## config.mk

```make
export PLATFORM = sky130hd
export DESIGN_NAME = rf_sum_ctrl
export DESIGN_NICKNAME = d
export VERILOG_FILES = /design/src/rtl/rf_sum_ctrl_pkg.sv /design/src/rtl/rf_acc64.sv /design/src/rtl/rf_sum_ctrl.sv
export SDC_FILE = /design/constraint.sdc
export NUM_CORES = 1
export LEC_CHECK = 0
export CELL_PAD_IN_SITES_DETAIL_PLACEMENT = 0
export CELL_PAD_IN_SITES_GLOBAL_PLACEMENT = 1
export CORE_MARGIN = 1.5
export CORE_UTILIZATION = 42
export CTS_CLUSTER_SIZE = 16
export DETAILED_ROUTE_END_ITERATION = 7
export PLACE_DENSITY_LB_ADDON = 0.25
export SKIP_LAST_GASP = 1
export SLEW_MARGIN = 20
export SYNTH_ARGS = -nofsm -noshare
export SYNTH_HDL_FRONTEND = slang
export SYNTH_SLANG_ARGS = --single-unit
```

## constraint.sdc

```tcl
create_clock -name clk -period 8.2 [get_ports clk]
set_input_delay 0.82 -clock clk [delete_from_list [all_inputs] [get_ports clk]]
set_output_delay 0.82 -clock clk [all_outputs]
set_load 0.01 [all_outputs]
```

## src/rtl/rf_sum_ctrl_pkg.sv

```systemverilog
// Shared constants and FSM encoding for the register-file summing controller.
package rf_sum_ctrl_pkg;

  localparam int unsigned NUM_REGS  = 23;
  localparam int unsigned DATA_W    = 64;
  localparam int unsigned RF_ADDR_W = 16;
  localparam int unsigned IDX_W     = 5;

  typedef enum logic [2:0] {
    StIdle  = 3'd0,
    StRead  = 3'd1,
    StDrain = 3'd2,
    StWrite = 3'd3,
    StDone  = 3'd4
  } state_e;

  // Zero-extend a register index onto the register-file address bus.
  function automatic logic [RF_ADDR_W-1:0] rf_addr(input logic [IDX_W-1:0] idx);
    return {{(RF_ADDR_W - IDX_W){1'b0}}, idx};
  endfunction

endpackage

```

## src/rtl/rf_acc64.sv

```systemverilog
// 64-bit accumulator with synchronous clear, add enable and sticky carry-out.
module rf_acc64 (
  input  logic                                clk,
  input  logic                                reset_n,
  input  logic                                clear,
  input  logic                                add_en,
  input  logic [rf_sum_ctrl_pkg::DATA_W-1:0]  add_data,
  output logic [rf_sum_ctrl_pkg::DATA_W-1:0]  sum,
  output logic                                carry
);
  import rf_sum_ctrl_pkg::*;

  logic [DATA_W-1:0] sum_q;
  logic              carry_q;
  logic [DATA_W:0]   full_sum;

  // One extra bit captures the carry out of the top data bit.
  assign full_sum = {1'b0, sum_q} + {1'b0, add_data};

  // Accumulator and sticky carry; clear wins over add.
  always_ff @(posedge clk or negedge reset_n) begin
    if (!reset_n) begin
      sum_q   <= '0;
      carry_q <= 1'b0;
    end else if (clear) begin
      sum_q   <= '0;
      carry_q <= 1'b0;
    end else if (add_en) begin
      sum_q   <= full_sum[DATA_W-1:0];
      carry_q <= carry_q | full_sum[DATA_W];
    end
  end

  assign sum   = sum_q;
  assign carry = carry_q;

endmodule

```

## src/rtl/rf_sum_ctrl.sv

```systemverilog
// Sums a run of consecutive register-file entries and writes the result back.
module rf_sum_ctrl #(
  parameter int unsigned NUM_REGS = rf_sum_ctrl_pkg::NUM_REGS,
  parameter int unsigned DATA_W   = rf_sum_ctrl_pkg::DATA_W
) (
  input  logic                                  clk,
  input  logic                                  reset_n,
  input  logic                                  start,
  input  logic [4:0]                            src_base,
  input  logic [4:0]                            count,
  input  logic [4:0]                            dst,
  output logic [rf_sum_ctrl_pkg::RF_ADDR_W-1:0] Addr,
  output logic                                  we,
  output logic [DATA_W-1:0]                     wData,
  input  logic [DATA_W-1:0]                     rData,
  output logic                                  busy,
  output logic                                  done,
  output logic                                  err,
  output logic                                  ovf
);
  import rf_sum_ctrl_pkg::*;

  localparam logic [5:0] NumRegsW = 6'(NUM_REGS);

  state_e           state_q, state_d;
  logic [IDX_W-1:0] src_q, cnt_q, dst_q, idx_q;
  logic             err_q;
  logic [IDX_W-1:0] rd_idx;
  logic             req_ok, accept, reject, last_rd, add_en;
  logic [DATA_W-1:0] acc_sum;

  // Range check: the last operand index src_base+count-1 must stay below NUM_REGS.
  assign req_ok = (count != 5'd0) &&
                  (({1'b0, src_base} + {1'b0, count}) <= NumRegsW) &&
                  ({1'b0, dst} < NumRegsW);
  assign accept  = (state_q == StIdle) && start && req_ok;
  assign reject  = (state_q == StIdle) && start && !req_ok;
  assign last_rd = (idx_q == cnt_q - 5'd1);
  assign rd_idx  = src_q + idx_q;

  // rData lags Addr by one cycle, so the first READ cycle has nothing to add yet.
  assign add_en = ((state_q == StRead) && (idx_q != '0)) || (state_q == StDrain);

  rf_acc64 u_acc (
    .clk      (clk),
    .reset_n  (reset_n),
    .clear    (accept),
    .add_en   (add_en),
    .add_data (rData[DATA_W-1:0]),
    .sum      (acc_sum),
    .carry    (ovf)
  );

  // State register.
  always_ff @(posedge clk or negedge reset_n) begin
    if (!reset_n) begin
      state_q <= StIdle;
    end else begin
      state_q <= state_d;
    end
  end

  // Next-state logic.
  always_comb begin
    state_d = state_q;
    unique case (state_q)
      StIdle:  if (accept) state_d = StRead;
      StRead:  if (last_rd) state_d = StDrain;
      StDrain: state_d = StWrite;
      StWrite: state_d = StDone;
      StDone:  state_d = StIdle;
      default: state_d = StIdle;
    endcase
  end

  // Request fields, read index and the registered reject pulse.
  always_ff @(posedge clk or negedge reset_n) begin
    if (!reset_n) begin
      src_q <= '0;
      cnt_q <= '0;
      dst_q <= '0;
      idx_q <= '0;
      err_q <= 1'b0;
    end else begin
      err_q <= reject;
      if (accept) begin
        src_q <= src_base;
        cnt_q <= count;
        dst_q <= dst;
        idx_q <= '0;
      end else if (state_q == StRead) begin
        idx_q <= idx_q + 5'd1;
      end
    end
  end

  // Outputs decoded from the current state; the bus idles at zero.
  always_comb begin
    Addr  = '0;
    we    = 1'b0;
    wData = '0;
    busy  = (state_q != StIdle);
    done  = 1'b0;
    unique case (state_q)
      StRead: Addr = rf_addr(rd_idx);
      StWrite: begin
        Addr  = rf_addr(dst_q);
        we    = 1'b1;
        wData = acc_sum;
      end
      StDone: done = 1'b1;
      default: ;
    endcase
  end

  assign err = err_q;

endmodule

```

==> run summary, run 1 <==
The starting DRC count in detailed routing is 372. The tools report the start point of the critical path as count[0]. The run gives 0.36 ns as the clock latency at the later pin of the worst-skew pair. Summing all non-filler instances in the final layout gives an area of 10080 um^2. On the critical path the largest part of the delay comes from buffers and inverters. The global placer's final weighted congestion is 0.8538, and the net total in the final layout is 1274.

The endpoint class of the critical path is a flip-flop. The synthesized design contains 0 enable-type register cells. The global routing usage on met2 was 0.3779.

The total routing usage reported by global routing is 0.2331. The run gives 167 as the I/O pin total. The run finished with clean final reports. Switching power: 2.041 mW. The tools report the number of instances in the synthesized netlist as 991. The min-delay analysis places its worst path in the category in2async. For this run, the leading register cell type out of synthesis is dfrtp_1. STA classifies the critical path startpoint as an input pin.

The analysis attributes to cell leakage a power of 4.373 nW. CTS saw 89 sinks. For the internal cell power, the log shows 2.136 mW. The number of buffers added on ports is 155, and the share of Yosys cell area claimed by the top area cell type is 0.2752. At the worst endpoint, the required time is 8.45 ns. The ratio of cells with drive above 1 in the final layout was 0.04741. The critical path in this run is classified as in2reg. The ratio of routed vias to standard cells is 5.442. The total power divided by cell area works out to 414.4 nW/um^2. The clock transition at the register clock pins on the worst setup and hold paths after CTS was 0.07 ns; the global-route wire length before repair was 37490 um. The number of clock buffers added by TritonCTS is 9.

The first detailed-routing pass took 5 iterations. Detailed placement HPWL: 16820 um. The logs give 0.008465 ns for the final worst clock skew and 0.100 for the clock share of power. The number of antenna diodes in the final layout is 0. Buffers inserted during post-CTS setup optimization: 0. The number of endpoints failing setup at the final stage is 0. Traced cell by cell, the critical path runs through clkdlybuf4s50_1 > ha_1 > fa_1 > nand2_1 > nor2_1 > a22oi_1 > o21ai_0 > nand2_1 > nand4_1 > nor2_4 > buf_4 > nor2_2 > buf_4 > a22o_1. Top cell type by total area after synthesis: dfrtp_1.

Setup repair after global routing left no endpoint under its margin. The post-route minimum period is 3.973 ns. The global routing stage identified its most utilized layer as met2. The tools report the count of yosys warnings during synthesis as 0.

For this block, the via count after detailed routing is 7499. The data arrival time of the critical path is 4.22 ns. The average instance area after synthesis was 8.166 um^2; the switching share of power was 0.4886. In this design, the stage delay of the slowest critical-path cell is 0.54 ns. Along the worst path, the maximum fanout reaches 44.

The floorplan step defined a core boundary enclosing 18830 um^2. The met3 usage in global routing came out at 0.02599. The wire length per cell after detailed routing was 16.41 um.

The final period utilization is 0.4845, and the sequential fraction of design power is 0.213. The tools report the cell area after placement as 9801 um^2. The root buffer cell chosen for the clock tree is clkbuf_16.

In this run, post-CTS hold repair placed 0 buffers. The part of the total power dissipated in combinational logic is 0.687. The largest net degree at the start of global routing came out at 100. Slowest cell on the critical path: buf_4. The run gives 251.7 MHz as the highest attainable clock frequency.

The number of unique standard cell types used by synthesis was 66; the combined buffer and inverter count along the critical path was 3. The die covers 20110 um^2. The die is 141.8 um tall. After detailed routing, the total wire length is 22610 um.

The global-route track usage on met1 is 0.3302, and the count of final max-slew check failures is 0. Worst relative slew slack: 0.3276. The number of resized instances in the post-cts repair step is 0.

The reg-to-reg critical path startpoint is u_acc.sum[0]. CTS built an H-tree with a depth of 3. In the final timing run, aggregate negative setup slack is 0 ns. The tool flagged a number of max-cap violations equal to 0.

For the number of endpoints with negative hold slack in the final report, the log shows 0. The cell area that synthesis handed to floorplanning was 8093 um^2. The largest voltage drop on the vdd net is 0.2671 mV, and the share of async-settable or async-resettable flops after synthesis is 1.000. The sequential-to-total area share from yosys stat is 0.2752.

In the routed design, unresolved DRC markers number 0. Global routing finished with a remaining overflow of 0. The overall die width was 141.8 um; the relative area change from synthesis to final layout was 24.55%.

The initial antenna violation count came out at 0. Sorting the synthesized cells by area gives the leading types as dfrtp_1 (28%), ha_1 (12%), nand2_1 (5.8%). The number of global-route vias before repair is 7235, and the number of buffers on the longest clock path is 2. The number of core rows came out at 50. The starting density of the core was 0.4298.

TritonCTS built the clock tree. The slew of the pin with the lowest slew margin was 1.009 ns. The register bit total from synthesis was 89; the post-route antenna net violation count was 0.
-- power groups by stage --
stage | Sequential, mW | Combinational (mW) | Clock (mW)
global route | 0.928 | 3.21 | 0.444
CTS | 0.892 | 2.87 | 0.427
finish | 0.890 | 2.87 | 0.417
floorplan | 0.821 | 2.16 | 0
detailed placement | 0.899 | 2.85 | 0
global placement | 0.894 | 2.83 | 0
-- per-stage QoR --
step | setup WS, ns | util | hold WS, ns | power [mW] | std cells
final | 4.227 | 0.5353 | 0.4393 | 4.178 | 1378
after global routing | 3.976 | 0.5353 | 0.4871 | 4.583 | 1378
after CTS | 4.241 | 0.5353 | 0.4568 | 4.191 | 1378
after detailed placement | 3.854 | 0.5205 | 0.4948 | 3.753 | 1362
after global placement | 3.882 | 0.5205 | 0.4827 | 3.719 | 1362
after floorplan | 4.890 | - | 0.4672 | 2.978 | 1001
-- Yosys cell counts (3+ instances only) --
cell,count
o221ai_1,4
o31ai_1,8
fa_1,3
a21oi_1,87
a21o_1,48
nand3_1,16
clkbuf_1,45
and3_1,9
nand2_1,125
xnor2_1,44
inv_1,26
nand4_1,19
xor2_1,28
a211oi_1,7
a21boi_0,6
nand2b_1,4
o21ai_0,58
dfrtp_1,89
o21ai_1,5
nor2_1,51
a22o_1,6
buf_4,11
a221oi_1,5
nor2b_1,8
buf_1,3
or3_1,3
mux2_2,13
o21bai_1,19
ha_1,76
nor3_1,15
a31oi_1,3
o22ai_1,35
and2_1,66
nor4_1,3
o21a_1,5
-- registers in the layout, indices dropped and copies added (netlist names) --
| name | flops |
|---|---|
| u_acc.sum | 64 |
| cnt_q | 5 |
| dst_q | 5 |
| idx_q | 5 |
| src_q | 5 |
| state_q | 3 |
| err | 1 |
| u_acc.carry | 1 |
-- placed cells by master (no fill, tap or decap), types with 6 or more instances in the layout --
cell type and n:
a21boi_0 6, a21o_1 47, nor2b_1 8, inv_1 26
o31ai_1 8, a211oi_1 7, and3_1 9, ha_1 76
o22ai_1 35, nor2_1 48, a21oi_1 87, clkdlybuf4s50_1 154
nand4_1 19, nand3_1 16, dfrtp_1 89, o21bai_1 19
buf_4 7, o21ai_0 58, nor3_1 15, clkbuf_16 9
nand2_1 125, a22o_1 6, xnor2_1 44, conb_1 11
xor2_1 28, mux2_2 13, and2_1 66
-- layout make-up --
type,count,area (um^2)
Clock buffer,10,229.0
Sequential cell,89,2227
Tap cell,260,325.3
Inverter,26,97.59
Multi-Input combinational cell,826,5557
Clock inverter,6,50.05
Fill cell,1855,8751
Timing Repair Buffer,161,1594
-- worst paths after layout --
check,slack (ns),cells after the start,endpoint
max,4.23,14,u_acc.sum[28]
min,0.44,1,cnt_q[4]
max reg2reg,4.83,12,u_acc.carry
min reg2reg,0.51,2,u_acc.sum[37]
max in group asynchronous,6.65,2,u_acc.sum[35]
min in group clk,0.51,2,u_acc.sum[37]
-- metal layers --
layer  part of all wire  vias up
li1                   -     3799
met1               0.49     3503
met2               0.46      179
met3              0.041       18
met4              0.012        0
met5                  0        -
-- cell families after synthesis --
| family | synth area share |
|---|---|
| AO/OA/AOI/OAI | 0.2639 |
| XOR/XNOR | 0.07792 |
| adder cells (fa/ha/maj) | 0.1249 |
| buffers and inverters | 0.04514 |
| flip-flops | 0.2752 |
| multiplexers | 0.01933 |
| other | 0.0004634 |
| AND/OR/NAND/NOR | 0.1931 |
-- worst reg2reg max path, cell delays in order, from the launching register on --
cell	delay, ns
dfrtp_1	0.40
ha_1	0.21
fa_1	0.42
a211oi_1	0.38
nor3_2	0.10
or2_2	0.28
a21o_1	0.21
nand3_1	0.15
a211oi_1	0.14
o21ai_1	0.31
nand2_1	0.16
a311oi_1	0.32
o22ai_1	0.13
(Power assumes the default switching activity.)
==> run 2: changes to the inputs <==
--- a/config.mk
+++ b/config.mk
@@ -8,7 +8,7 @@
 export CELL_PAD_IN_SITES_DETAIL_PLACEMENT = 0
 export CELL_PAD_IN_SITES_GLOBAL_PLACEMENT = 1
 export CORE_MARGIN = 1.5
-export CORE_UTILIZATION = 42
+export CORE_UTILIZATION = 39
 export CTS_CLUSTER_SIZE = 16
 export DETAILED_ROUTE_END_ITERATION = 7
 export PLACE_DENSITY_LB_ADDON = 0.25
==> constraint.sdc (replaced) <==
create_clock -name clk -period 3.81 [get_ports clk]
set_input_delay 0.381 -clock clk [delete_from_list [all_inputs] [get_ports clk]]
set_output_delay 0.381 -clock clk [all_outputs]
set_load 0.01 [all_outputs]
==> run 2 against run 1 <==
  * Die area rose by 7.5%
  * Register-to-register slack lost 4.2 ns
  * Via count grew 0.60%
  * Power up 120%
  * Final area rose by 1.2%
  * Count of clock-buffer cells in the layout fell by 1
  * Clock skew is 0.0046 ns higher
  * Clock power grew 130%
  * Sequential cell count did not move
  * Highest routed layer unchanged
==> run summary, run 2 (synthesized netlist as in run 1, its figures left out) <==
The run gives 0 as the number of diodes added for antenna fixing. The worst setup path is launched from an input pin. The tools report the CTS buffer count as 9. The number of buffers on the longest clock path is 2. The run gives 0.3987 as the starting density of the core.

The global-route wire length before repair is 37310 um, and the final total power is 9.147 mW. For the total routing usage reported by global routing, the log shows 0.2132. The leading cell type in the layout, fill and taps excluded was clkdlybuf4s50_1. The flip-flop count of the largest register, all copies and words added was 64; the data arrival time of the critical path was 3.48 ns.

Dividing the detail-routed via count by the number of cells gives 5.396. After the last flow step, the layout net total stands at 1284. The placed instance count is 1382, and the overall die width is 147.1 um.

Setup repair after global routing left no endpoint under its margin. For the number of global-route vias before repair, the log shows 7348. The run finished with clean final reports. The count of final max-slew check failures is 0.

The floorplan step defined a die boundary enclosing 21620 um^2. Buffers inserted to repair hold after CTS numbered 0. The worst setup path category is in2reg.

The post-route minimum period was 3.254 ns; the starting DRC count in detailed routing was 421. The slew of the pin with the lowest slew margin is 0.9977 ns. Dividing the detail-routed wire length by the instance count gives 16.46 um.

The final instance area came out at 10200 um^2. The global placer's final weighted congestion is 0.8959. The required time at the endpoint of the critical path is 4.03 ns, and the DRC violation count after routing is 0. Setup total negative slack on the finished layout was measured at 0 ns. Die height: 147.1 um. Summing over every cut layer, the via total after detailed routing is 7544. Across the whole layout, storage elements account for 2227 um^2.

The routed design has 23010 um of wire. Final period utilization: 0.8540. The highest fanout seen on the critical path came out at 3. The placed instances occupy a cell area of 9901 um^2.

The largest net degree at the start of global routing is 71, and the leftover overflow at the end of global routing is 0. Ratio of cells with drive above 1 in the final layout: 0.05674. The finished layout holds 1398 standard cells, fillers aside.

VDD sags by at most 0.4085 mV. Buffers placed on the I/O ports in this run total 155. The footprint of the multi-input gates is 5557 um^2. After floorplanning, the core was sized to cover 20300 um^2.

The clock reaches the later pin of the worst-skew pair after 0.37 ns. After legalization and detailed placement, the total HPWL measured 17740 um. The type of the most critical hold path is in2async.

The tools report the number of core rows as 52. The worst relative slew slack was 0.3349; the static power due to leakage was 4.447 nW. The worst setup path is captured at a flip-flop. For this design the ratio of total power to cell area is 896.3 nW/um^2.

The number of resized instances in the post-cts repair step was 0; the clock transition at the register clock pins on the worst setup and hold paths after CTS was 0.08 ns. The tools report the root buffer cell as clkbuf_16. The tool flagged a number of max-cap violations equal to 0. The number of endpoints with negative hold slack in the final report is 0. The top cell types in the final layout, fill and taps aside, are clkdlybuf4s50_1 (154), nand2_1 (125), dfrtp_1 (89). The run gives 3 as the H-tree depth reported by CTS. CTS saw 89 sinks. The tightest hold path in the finished design has a slack of 0.05407 ns. Counting the fill cells in the layout gives 2012. The worst reg2reg path depth came out at 11. In this run the remaining antenna-violating nets after routing total 0. The relative area change from synthesis to final layout came out at 26.10%. The number of endpoints failing setup at the final stage is 0, and the I/O pin total is 167. The pre-antenna-repair detailed-routing pass consisted of 5 iterations. TritonCTS built the clock tree.

The buffers inserted during post-CTS setup optimization came out at 0. Across the routed clock network, the largest skew measured is 0.01311 ns. The initial antenna violation count was 0; the highest attainable clock frequency was 307.3 MHz.
-- run 2: changes by cell type in the layout (fill, tap and decap cells not counted) --
cell,before,now
clkinvlp_4,2,0
buf_12,0,1
inv_8,0,4
clkbuf_1,1,0
clkinv_8,0,1
inv_6,2,1
buf_4,7,16
clkinv_4,2,1
-- run 2: per-layer routing --
metal / global-route usage / vias to the layer above / share of wire
li1: - / 3812 / -
met1: 0.2996 / 3544 / 0.49
met2: 0.3474 / 168 / 0.46
met3: 0.02174 / 20 / 0.038
met4: 0.06050 / 0 / 0.014
met5: 0 / - / 0
-- run 2: final cells by class --
type                    instances  share of cell area
well taps                     270             0.03310
flip-flops and latches         89              0.2182
clock buffers                   9             0.02207
inverters                      26            0.009563
clock inverters                 7            0.007724
repair buffers                171              0.1648
multi-input cells             826              0.5445
-- run 2: metrics by stage --
stage,utilization,setup slack (ns)
3_3_place_gp,0.4877,0.1813
3_5_place_dp,0.4877,0.1843
5_1_grt,0.5027,0.2846
2_1_floorplan,-,0.9388
6_report,0.5027,0.5563
4_1_cts,0.5027,0.5536
-- run 2: power by group --
group	total [mW]	leakage, nW	internal [mW]	switching, mW
clock network	0.952	0.151	0.472	0.480
registers	1.90	1.09	1.48	0.424
logic	6.29	3.21	2.74	3.55
total	9.15	4.45	4.69	4.46
-- run 2: final timing paths --
check / from / endpoint / slack (ns)
max reg2reg: u_acc.sum[32] / u_acc.sum[51] / 0.66
min: reset_n / cnt_q[2] / 0.05
min reg2reg: u_acc.sum[56] / u_acc.sum[56] / 0.51
min in group clk: u_acc.sum[56] / u_acc.sum[56] / 0.51
max in group asynchronous: reset_n / u_acc.sum[2] / 2.95
max: rData[0] / u_acc.carry / 0.56
-- run 2: worst max-delay path, cell delays in order --
cell and delay (ns):
clkdlybuf4s50_1 0.45, ha_1 0.26, fa_1 0.43, a211oi_1 0.34
nor3_2 0.10, or2_2 0.28, a21o_1 0.21, nand3_1 0.14
a211oi_1 0.13, o21ai_1 0.23, nand2_1 0.11, a311oi_1 0.29
o22ai_1 0.12
